===== src/rtl/arith_pkg.sv =====
// Shared constants and configuration checks for the arithmetic-logic library adders.
package arith_pkg;

   localparam int ADD_WIDTH     = 32;
   localparam int ADD_SEG_WIDTH = 8;

   // True when WIDTH splits evenly into whole segments.
   function automatic bit seg_cfg_ok(input int width, input int seg_width);
      return (seg_width > 0) && (width >= seg_width) && ((width % seg_width) == 0);
   endfunction

endpackage


===== src/rtl/pipelined_adder_if.sv =====
// Operand/result handshake bundle for pipelined_adder.
interface pipelined_adder_if
   import arith_pkg::*;
#(
   parameter int WIDTH = ADD_WIDTH
);
   logic             in_valid;
   logic             in_ready;
   logic [WIDTH-1:0] a;
   logic [WIDTH-1:0] b;
   logic             carry_in;
   logic             sub;
   logic             out_valid;
   logic             out_ready;
   logic [WIDTH-1:0] sum;
   logic             carry_out;
   logic             overflow;

   modport master (
      output in_valid, a, b, carry_in, sub, out_ready,
      input  in_ready, out_valid, sum, carry_out, overflow
   );

   modport slave (
      input  in_valid, a, b, carry_in, sub, out_ready,
      output in_ready, out_valid, sum, carry_out, overflow
   );
endinterface


===== src/rtl/seg_adder.sv =====
// Combinational SEG_WIDTH-bit adder with a flattened carry-lookahead network.
module seg_adder
   import arith_pkg::*;
#(
   parameter int SEG_WIDTH = ADD_SEG_WIDTH
) (
   input  logic [SEG_WIDTH-1:0] a,
   input  logic [SEG_WIDTH-1:0] b,
   input  logic                 cin,
   output logic [SEG_WIDTH-1:0] s,
   output logic                 cout
);
   logic [SEG_WIDTH-1:0] w_g;
   logic [SEG_WIDTH-1:0] w_p;
   logic [SEG_WIDTH:0]   w_c;
   logic                 w_term;
   logic                 w_prop;

   assign w_g = a & b;
   assign w_p = a ^ b;

   // c[i+1] = g[i] | p[i]g[i-1] | ... | p[i:0]cin, each carry as its own sum of products
   always_comb begin
      w_c    = '0;
      w_term = 1'b0;
      w_prop = 1'b0;
      w_c[0] = cin;
      for (int i = 0; i < SEG_WIDTH; i++) begin
         w_term = w_g[i];
         w_prop = w_p[i];
         for (int j = i - 1; j >= 0; j--) begin
            w_term = w_term | (w_g[j] & w_prop);
            w_prop = w_prop & w_p[j];
         end
         w_c[i+1] = w_term | (w_prop & cin);
      end
   end

   assign s    = w_p ^ w_c[SEG_WIDTH-1:0];
   assign cout = w_c[SEG_WIDTH];

endmodule


===== src/rtl/pipelined_adder.sv =====
// Segmented add/subtract pipeline: one SEG_WIDTH slice per stage, carries registered between
// stages, valid/ready handshake with a global stall.
module pipelined_adder
   import arith_pkg::*;
#(
   parameter int WIDTH     = ADD_WIDTH,
   parameter int SEG_WIDTH = ADD_SEG_WIDTH
) (
   input  logic             clk,
   input  logic             rst_n,
   pipelined_adder_if.slave bus
);
   localparam int NSEG = WIDTH / SEG_WIDTH;
   localparam int NM1  = (NSEG > 1) ? NSEG - 1 : 1;
   localparam logic [WIDTH-1:0] SEG_MASK = WIDTH'({SEG_WIDTH{1'b1}});

   generate
      if (!seg_cfg_ok(WIDTH, SEG_WIDTH)) begin : g_bad_cfg
         $error("pipelined_adder: WIDTH must be a non-zero multiple of SEG_WIDTH");
      end
   endgenerate

   logic                 w_stall;
   logic [NSEG-1:0]      r_vld;
   logic [WIDTH-1:0]     r_a [NM1];
   logic [WIDTH-1:0]     r_b [NM1];
   logic [WIDTH-1:0]     r_s [NM1];
   logic                 r_c [NM1];
   logic [WIDTH-1:0]     r_sum;
   logic                 r_cout;
   logic                 r_ovf;

   logic [WIDTH-1:0]     w_a_src [NSEG];
   logic [WIDTH-1:0]     w_b_src [NSEG];
   logic [WIDTH-1:0]     w_s_src [NSEG];
   logic [WIDTH-1:0]     w_s_nxt [NSEG];
   logic                 w_c_src [NSEG];
   logic                 w_cout  [NSEG];
   logic [SEG_WIDTH-1:0] w_seg_s [NSEG];
   logic                 w_ovf;

   assign w_stall      = r_vld[NSEG-1] && !bus.out_ready;
   assign bus.in_ready = !w_stall;

   // Stage k sees unfinished upper segments (skew) and finished lower sums (deskew) from k-1.
   generate
      for (genvar k = 0; k < NSEG; k++) begin : g_stage
         if (k == 0) begin : g_first
            assign w_a_src[k] = bus.a;
            assign w_b_src[k] = bus.b ^ {WIDTH{bus.sub}};
            assign w_s_src[k] = '0;
            assign w_c_src[k] = bus.sub | bus.carry_in;
         end else begin : g_next
            assign w_a_src[k] = r_a[k-1];
            assign w_b_src[k] = r_b[k-1];
            assign w_s_src[k] = r_s[k-1];
            assign w_c_src[k] = r_c[k-1];
         end

         seg_adder #(.SEG_WIDTH(SEG_WIDTH)) u_seg (
            .a    (w_a_src[k][k*SEG_WIDTH +: SEG_WIDTH]),
            .b    (w_b_src[k][k*SEG_WIDTH +: SEG_WIDTH]),
            .cin  (w_c_src[k]),
            .s    (w_seg_s[k]),
            .cout (w_cout[k])
         );

         assign w_s_nxt[k] = (w_s_src[k] & ~(SEG_MASK << (k*SEG_WIDTH)))
                           | (WIDTH'(w_seg_s[k]) << (k*SEG_WIDTH));
      end
   endgenerate

   // Signed overflow judged against the effective (possibly inverted) B operand.
   assign w_ovf = (w_a_src[NSEG-1][WIDTH-1] == w_b_src[NSEG-1][WIDTH-1])
               && (w_s_nxt[NSEG-1][WIDTH-1] != w_a_src[NSEG-1][WIDTH-1]);

   always_ff @(posedge clk) begin
      if (!rst_n) begin
         r_vld  <= '0;
         r_sum  <= '0;
         r_cout <= 1'b0;
         r_ovf  <= 1'b0;
         for (int k = 0; k < NM1; k++) begin
            r_a[k] <= '0;
            r_b[k] <= '0;
            r_s[k] <= '0;
            r_c[k] <= 1'b0;
         end
      end else if (!w_stall) begin
         r_vld[0] <= bus.in_valid;
         for (int k = 1; k < NSEG; k++) r_vld[k] <= r_vld[k-1];
         for (int k = 0; k < NSEG - 1; k++) begin
            r_a[k] <= w_a_src[k];
            r_b[k] <= w_b_src[k];
            r_s[k] <= w_s_nxt[k];
            r_c[k] <= w_cout[k];
         end
         r_sum  <= w_s_nxt[NSEG-1];
         r_cout <= w_cout[NSEG-1];
         r_ovf  <= w_ovf;
      end
   end

   assign bus.out_valid = r_vld[NSEG-1];
   assign bus.sum       = r_sum;
   assign bus.carry_out = r_cout;
   assign bus.overflow  = r_ovf;

endmodule


===== src/flat_wrapper.sv =====
// flat-port wrapper written by rule: the top's interface ports become plain ports
module pipelined_adder_flat import arith_pkg::*;
#(
   parameter int WIDTH     = ADD_WIDTH,
   parameter int SEG_WIDTH = ADD_SEG_WIDTH
)
  (clk, rst_n, bus_in_valid, bus_a, bus_b, bus_carry_in, bus_sub, bus_out_ready, bus_in_ready, bus_out_valid, bus_sum, bus_carry_out, bus_overflow);
  pipelined_adder_if #(.WIDTH(WIDTH)) bus_i ();
  input  logic clk;
  input  logic rst_n;
  input wire logic [$bits(bus_i.in_valid)-1:0] bus_in_valid;
  input wire logic [$bits(bus_i.a)-1:0] bus_a;
  input wire logic [$bits(bus_i.b)-1:0] bus_b;
  input wire logic [$bits(bus_i.carry_in)-1:0] bus_carry_in;
  input wire logic [$bits(bus_i.sub)-1:0] bus_sub;
  input wire logic [$bits(bus_i.out_ready)-1:0] bus_out_ready;
  output wire logic [$bits(bus_i.in_ready)-1:0] bus_in_ready;
  output wire logic [$bits(bus_i.out_valid)-1:0] bus_out_valid;
  output wire logic [$bits(bus_i.sum)-1:0] bus_sum;
  output wire logic [$bits(bus_i.carry_out)-1:0] bus_carry_out;
  output wire logic [$bits(bus_i.overflow)-1:0] bus_overflow;
  assign bus_i.in_valid = bus_in_valid;
  assign bus_i.a = bus_a;
  assign bus_i.b = bus_b;
  assign bus_i.carry_in = bus_carry_in;
  assign bus_i.sub = bus_sub;
  assign bus_i.out_ready = bus_out_ready;
  assign bus_in_ready = bus_i.in_ready;
  assign bus_out_valid = bus_i.out_valid;
  assign bus_sum = bus_i.sum;
  assign bus_carry_out = bus_i.carry_out;
  assign bus_overflow = bus_i.overflow;
  pipelined_adder #(.WIDTH(WIDTH), .SEG_WIDTH(SEG_WIDTH)) u_core (.clk(clk), .rst_n(rst_n), .bus(bus_i));
endmodule

===== config.mk =====
export PLATFORM = sky130hd
export DESIGN_NAME = pipelined_adder_flat
export DESIGN_NICKNAME = d
export VERILOG_FILES = /design/src/rtl/arith_pkg.sv /design/src/rtl/pipelined_adder_if.sv /design/src/rtl/seg_adder.sv /design/src/rtl/pipelined_adder.sv /design/src/flat_wrapper.sv
export SDC_FILE = /design/constraint.sdc
export NUM_CORES = 1
export LEC_CHECK = 0
export ABC_AREA = 1
export CORE_UTILIZATION = 54
export CTS_BUF_LIST = sky130_fd_sc_hd__clkbuf_8
export CTS_CLUSTER_DIAMETER = 80
export CTS_CLUSTER_SIZE = 8
export DETAILED_ROUTE_END_ITERATION = 12
export DONT_BUFFER_PORTS = 1
export HOLD_SLACK_MARGIN = 0.1
export PLACE_DENSITY = 0.68
export REMOVE_ABC_BUFFERS = 1
export SLEW_MARGIN = 20
export SYNTH_ARGS = -nofsm -noshare
export SYNTH_HDL_FRONTEND = slang
export SYNTH_SLANG_ARGS = --single-unit

===== constraint.sdc =====
create_clock -name clk -period 3.6 [get_ports clk]
set_input_delay 0.36 -clock clk [delete_from_list [all_inputs] [get_ports clk]]
set_output_delay 0.36 -clock clk [all_outputs]
set_load 0.01 [all_outputs]

==> reports/results.ini, run 1 <==
[status]
status=finished, final reports clean

[sta]
fin_skew_ns=0.0120
finalSetupViolCount=0
rsz0062_at_grt=false
hold_slack_ns=0.140
final-hold-violation-count=0
setup_tns_ns=0
slew_violations=0
worst_pin_slew_ns=1.03
clock.fmax_mhz=471
fin_crit_ns=2.13
fin_crit_sh=0.590
slew_headroom=0.316

[worst_hold_path]
holdCritPathClass=in2reg
holdPathStages=2

[detailed_routing]
drc=0
drt_wl_total_um=14000
drtAntennaViolNets=0
firstDrtPassIters=5
vias=5501
avgViaCountPerCell=5.00
wire_per_inst_um=12.8
first_iter_violations=296

[grt]
grt_pass1_wl_um=23100
grt-ovfl-total=0
grt_usage=0.180
antenna_found_initial=0
grt_max_degree=107
grt_pass1_vias=5202

[pwr]
p_comb_frac=0.100
swShare=0.224
ir_worst_vdd_mv=0.268
power_frac_seq=0.565
power_frac_clock=0.336
p_per_area_nw_per_um2=474
total_leakage_power_uw=0.00419
switching_power_uw=1000
intPower_uw=3470

[floorplan]
die_w_um=129
dieArea_um2=16800
fp.coreArea_um2=15900
initial_utilization=0.552
io_pins=106
chipHeight_um=129
rows=46

[setup_path]
path_class=reg2reg
cp-start-kind=register
end_kind=register
endpoint=u_core.r_b[0][12]$_SDFFCE_PN0P_
crit_start=u_core.r_vld[3]$_SDFFE_PN0N_
r2r-start=u_core.r_vld[3]$_SDFFE_PN0N_
r2r_end=u_core.r_b[0][12]$_SDFFCE_PN0P_
reg2reg_slack_ns=1.47
arrival_ns=2.32
crit_required_ns=3.80
crit_fanout=106
reg2regPathDepth=6

[logic_synthesis]
syn_avg_cell_area_um2=10.1
synth_area_leaders=edfxtp_1, dfxtp_1, nor2_1
synthArstFlopShare=0
ys_seq_area_frac=0.590
yosysTopAreaCellShare=0.503
yosys_warnings=0
ys_types=40
synth_top_area_cell=edfxtp_1
ys_seq_elements=185
synth-edff-count=147
synth_flop_cell=edfxtp_1
netlist_instances=866
syn_area_um2=8770

[layout]
final_layout_size_suffix_gt1_frac=0.0656
nets=977
fillers=1353
area_delta_synth_final_pct=7.62
n_antenna_cell=0
post-route-util=0.594
final_area_um2=9440

[clock_network]
htreeDepth=4
cts_setup_buffers=0
clk_latency_ns=0.45
cts_tree=yes
cts_sinks=185
cts_resized=0
cts.path.max_buffers=2
ctsHoldBuffers=10
cts_root_buf=clkbuf_8
path_clk_slew_ns=0.09
cts_buffers=17

[place]
placed_cell_area_um2=8900
port_buffers=0
place_congestion=0.877
dp_hpwl_um=9250

[job]
maxCapViolCount=0

-- registers in the layout, summed over array words and instances, names as in the netlist --
name,flops
u_core.r_a,48
u_core.r_b,48
u_core.r_s,48
u_core.bus.sum,32
u_core.r_vld,4
u_core.r_c,3
u_core.bus.carry_out,1
u_core.bus.overflow,1
-- metrics by stage --
stage | total power (µW) | worst slack, ns | cells
final | 4480 | 1.47 | 1100
after global routing | 4680 | 1.25 | 1100
after CTS | 4520 | 1.44 | 1100
after detailed placement | 3010 | 1.46 | 1058
after global placement | 2990 | 1.52 | 1058
after floorplan | 2910 | -0.497 | 835
-- final cells by class --
cell class,instances,area [µm²],area share
sequential,185,5170,0.548
multi-input combinational,492,2800,0.297
timing repair buffer,17,153,0.0162
inverter,158,601,0.0636
tap,216,270,0.0286
clock inverter,14,193,0.0204
clock buffer,18,248,0.0262
-- worst max-delay path, cell delays in order (launching register included) --
cell and delay [ns]:
dfxtp_1 0.39, inv_1 0.09, nor2_4 0.16, nor2_8 0.05
inv_4 0.71, buf_4 0.35, nor2_1 0.07
-- how the worst min path moves through the flow --
stage,from,end
3_3_place_gp,u_core.r_vld[0]$_SDFFE_PN0N_,u_core.r_vld[0]$_SDFFE_PN0N_
6_report,bus_a[26],u_core.r_a[0][26]$_SDFFCE_PN0P_
5_1_grt,bus_a[8],u_core.r_a[0][8]$_SDFFCE_PN0P_
2_1_floorplan,u_core.r_vld[2]$_SDFFE_PN0N_,u_core.r_vld[3]$_SDFFE_PN0N_
3_5_place_dp,u_core.r_vld[0]$_SDFFE_PN0N_,u_core.r_vld[0]$_SDFFE_PN0N_
4_1_cts,bus_a[26],u_core.r_a[0][26]$_SDFFCE_PN0P_
-- routing by layer --
metal / vias up / global-route usage / part of all wire
met1: 2545 / 0.203 / 0.42
li1: 2817 / - / -
met5: - / 0 / 0
met2: 121 / 0.319 / 0.51
met4: 0 / 0.0807 / 0.019
met3: 18 / 0.0487 / 0.052
-- power groups by stage --
stage                     clock network, µW  registers (µW)  logic [µW]
after global routing                   1620            2550         517
final                                  1500            2530         446
after CTS                              1540            2530         449
after floorplan                           0            2560         353
after global placement                    0            2570         422
after detailed placement                  0            2580         437
-- cells in the final DEF (no fill, tap or decap), types with 3 or more instances in the layout --
cell and n:
a21oi_1 25, a21oi_2 3, a22o_1 24, buf_4 7
bufinv_16 5, clkbuf_8 18, clkinv_2 3, dfxtp_1 38
dlygate4sd3_1 10, edfxtp_1 147, fa_1 4, ha_1 32
inv_1 157, inv_2 3, nand2_1 91, nand2_2 4
nand3_1 47, nand3b_1 4, nand4_1 15, nor2_1 168
nor2_2 4, nor2_4 3, nor3_1 5, o21ai_0 8
o21ai_1 4, xnor2_1 25, xor2_1 11
-- Yosys cell counts (3+ instances only) --
cell type  count
edfxtp_1     147
buf_6          3
inv_1        153
a21oi_2        3
nor2_2         4
buf_4         12
nand3b_1       4
nor3_1         5
nor2_4         3
inv_2          4
fa_1           4
nand4_1       15
o21ai_0        8
dfxtp_1       38
buf_2         15
nor2_1       168
a22o_1        24
o21ai_1        4
xnor2_1       25
a21oi_1       25
ha_1          32
xor2_1        11
nand2_2        4
nand2_1       91
nand3_1       47
-- kinds of logic after synthesis --
group	Yosys count	synth area share
flops	185	0.590
xor+xnor	36	0.0359
simple gates	348	0.174
compound gates	72	0.0549
buf+inv	189	0.0907
fa+ha+maj	36	0.0548
Note: power is estimated with default switching activity, not from simulation.
==> inputs of run 2 (changes only) <==
--- a/config.mk
+++ b/config.mk
@@ -13,7 +13,7 @@
 export DETAILED_ROUTE_END_ITERATION = 12
 export DONT_BUFFER_PORTS = 1
 export HOLD_SLACK_MARGIN = 0.1
-export PLACE_DENSITY = 0.68
+export PLACE_DENSITY = 0.65
 export REMOVE_ABC_BUFFERS = 1
 export SLEW_MARGIN = 20
 export SYNTH_ARGS = -nofsm -noshare
==> constraint.sdc (replaced) <==
create_clock -name clk -period 2.1 [get_ports clk]
set_input_delay 0.21 -clock clk [delete_from_list [all_inputs] [get_ports clk]]
set_output_delay 0.21 -clock clk [all_outputs]
set_load 0.01 [all_outputs]
==> reports/results.ini, run 2 (synthesis gave the netlist of run 1 again) <==
[status]
status=finished, final reports clean

[pwr]
total_leakage_power_uw=0.00446  ; +6.5%
swShare=0.235  ; +0.0106
intPower_uw=5910  ; +70%
ir_worst_vdd_mv=0.391  ; +46%
p_comb_frac=0.118  ; +0.018
p_per_area_nw_per_um2=762  ; +61%
power_frac_clock=0.321  ; -0.015
power_frac_seq=0.560  ; -0.005
switching_power_uw=1810  ; +81%
power_uw=7720  ; +73%

[grt]
grt_usage=0.191  ; +0.0111
grt_max_degree=59  ; -45%
grt_pass1_vias=5507  ; +5.9%
grt_pass1_wl_um=24400  ; +5.3%
grt-ovfl-total=0  ; unchanged
antenna_found_initial=0  ; unchanged

[sta]
finalSetupViolCount=0  ; unchanged
final-hold-violation-count=0  ; unchanged
fin_crit_ns=1.81  ; -0.314 ns
slew_violations=0  ; unchanged
rsz0062_at_grt=false
setup_tns_ns=0  ; unchanged
worst_pin_slew_ns=0.397  ; -0.629 ns
slew_headroom=0.735  ; +0.420
setup_slack_ns=0.289  ; -1.19 ns
fin_skew_ns=0.0102  ; -0.00178 ns
fin_crit_sh=0.862  ; +0.272
clock.fmax_mhz=552  ; +17%

[clock_network]
cts_resized=0  ; unchanged
cts_setup_buffers=0  ; unchanged
cts_buffers=17  ; unchanged
htreeDepth=4  ; unchanged
path_clk_slew_ns=0.09  ; about the same
cts_root_buf=clkbuf_8
clk_latency_ns=0.45  ; about the same
cts_sinks=185  ; unchanged
cts.path.max_buffers=2  ; unchanged
cts_tree=yes

[detailed_routing]
vias=5751  ; +4.5%
wire_per_inst_um=12.8  ; +0.39%
first_iter_violations=330  ; +11%
drc=0  ; unchanged
avgViaCountPerCell=4.93  ; -1.5%
drt_wl_total_um=14900  ; +6.5%
drtAntennaViolNets=0  ; unchanged
firstDrtPassIters=4  ; -1

[place]
placed_cell_area_um2=8960  ; +0.73%
dp_slack_ns=0.330  ; -1.13 ns
dp_hpwl_um=9540  ; +3.1%
port_buffers=0  ; unchanged
place_congestion=0.892  ; +1.7%

[setup_path]
end_kind=register
r2r_end=u_core.r_s[0][45]$_SDFFCE_PN0P_
r2r-start=u_core.r_a[0][12]$_SDFFCE_PN0P_
reg2regPathDepth=8  ; +2
crit_fanout=8  ; -92%
path_class=reg2reg
cp-start-kind=register
crit_required_ns=2.31  ; -1.49 ns
reg2reg_slack_ns=0.29  ; -1.19 ns
arrival_ns=2.02  ; -0.30 ns

[layout]
final_common_cell=nor2_1
fillers=1284  ; -5.1%
final_layout_size_suffix_gt1_frac=0.0673  ; +0.00169
layout_common_cells=nor2_1, inv_1, edfxtp_1
final_area_um2=10100  ; +7.4%
largest_registers=u_core.r_a x48, u_core.r_b x48, u_core.r_s x48
area_delta_synth_final_pct=15.6
n_antenna_cell=0  ; unchanged
nets=1044  ; +6.9%

[job]
maxCapViolCount=0  ; unchanged

[floorplan]
initial_utilization=0.552  ; unchanged
chipHeight_um=129  ; unchanged
io_pins=106  ; unchanged
fp.coreArea_um2=15900  ; unchanged
die_w_um=129  ; unchanged
rows=46  ; unchanged
dieArea_um2=16800  ; unchanged

[worst_hold_path]
holdPathEnd=u_core.bus.sum[27]$_SDFFE_PN0N_
holdPathStages=4  ; +2
min_from=bus_out_ready
holdCritPathClass=in2reg

## run 2: worst max-delay path by stage
stage,cells past startpoint,slack [ns],to,start
after CTS,8,0.29,u_core.r_s[0][45]$_SDFFCE_PN0P_,u_core.r_a[0][12]$_SDFFCE_PN0P_
after floorplan,5,-2.00,u_core.r_a[0][10]$_SDFFCE_PN0P_,u_core.r_vld[3]$_SDFFE_PN0N_
final,8,0.29,u_core.r_s[0][45]$_SDFFCE_PN0P_,u_core.r_a[0][12]$_SDFFCE_PN0P_
after global placement,10,0.39,u_core.r_s[0][4]$_SDFFCE_PN0P_,bus_sub
after global routing,8,0.07,u_core.r_s[0][45]$_SDFFCE_PN0P_,u_core.r_a[0][12]$_SDFFCE_PN0P_
after detailed placement,7,0.33,u_core.r_s[0][45]$_SDFFCE_PN0P_,u_core.r_a[0][12]$_SDFFCE_PN0P_
## run 2: through the flow
step	util	hold WS, ns	cells
finish	0.638	0.183	1167
global route	0.638	0.158	1167
CTS	0.638	0.152	1167
detailed placement	0.564	0.355	1060
global placement	0.564	0.342	1060
floorplan	-	0.329	835
## run 2: worst max-delay path, stage by stage, from the launching register on
cell      delay [ns]
edfxtp_1        0.38
ha_1            0.40
nand2_1         0.15
nor2_1          0.08
nand3_1         0.08
nor3b_1         0.24
nand3_1         0.13
nand2_1         0.09
nor2_1          0.04
## run 2: power by group through the flow
stage	Sequential (µW)	Clock, µW	Combinational [µW]
finish	4330	2480	914
global route	4360	2690	1030
CTS	4330	2550	910
detailed placement	4410	0	756
global placement	4410	0	723
floorplan	4390	0	604
## run 2: metal layers
layer	share of wire	GRT usage	routed length, µm
met4	0.018	0.0855	265
met5	0	0	0
met2	0.51	0.341	7670
met1	0.42	0.211	6260
met3	0.050	0.0553	750
## run 2: final cells by class
| class | count | area, µm² | share of cell area |
|---|---|---|---|
| Sequential cell | 185 | 5170 | 0.510 |
| Clock inverter | 12 | 148 | 0.0146 |
| Clock buffer | 20 | 275 | 0.0272 |
| Tap cell | 216 | 270 | 0.0267 |
| Inverter | 158 | 601 | 0.0592 |
| Timing Repair Buffer | 84 | 868 | 0.0857 |
| Multi-Input combinational cell | 492 | 2800 | 0.276 |
## run 2: timing repair
item,4_1_cts,5_1_grt
endpoints found under the setup margin,0,0
endpoints found under the hold margin,50,0
hold buffers,75,0
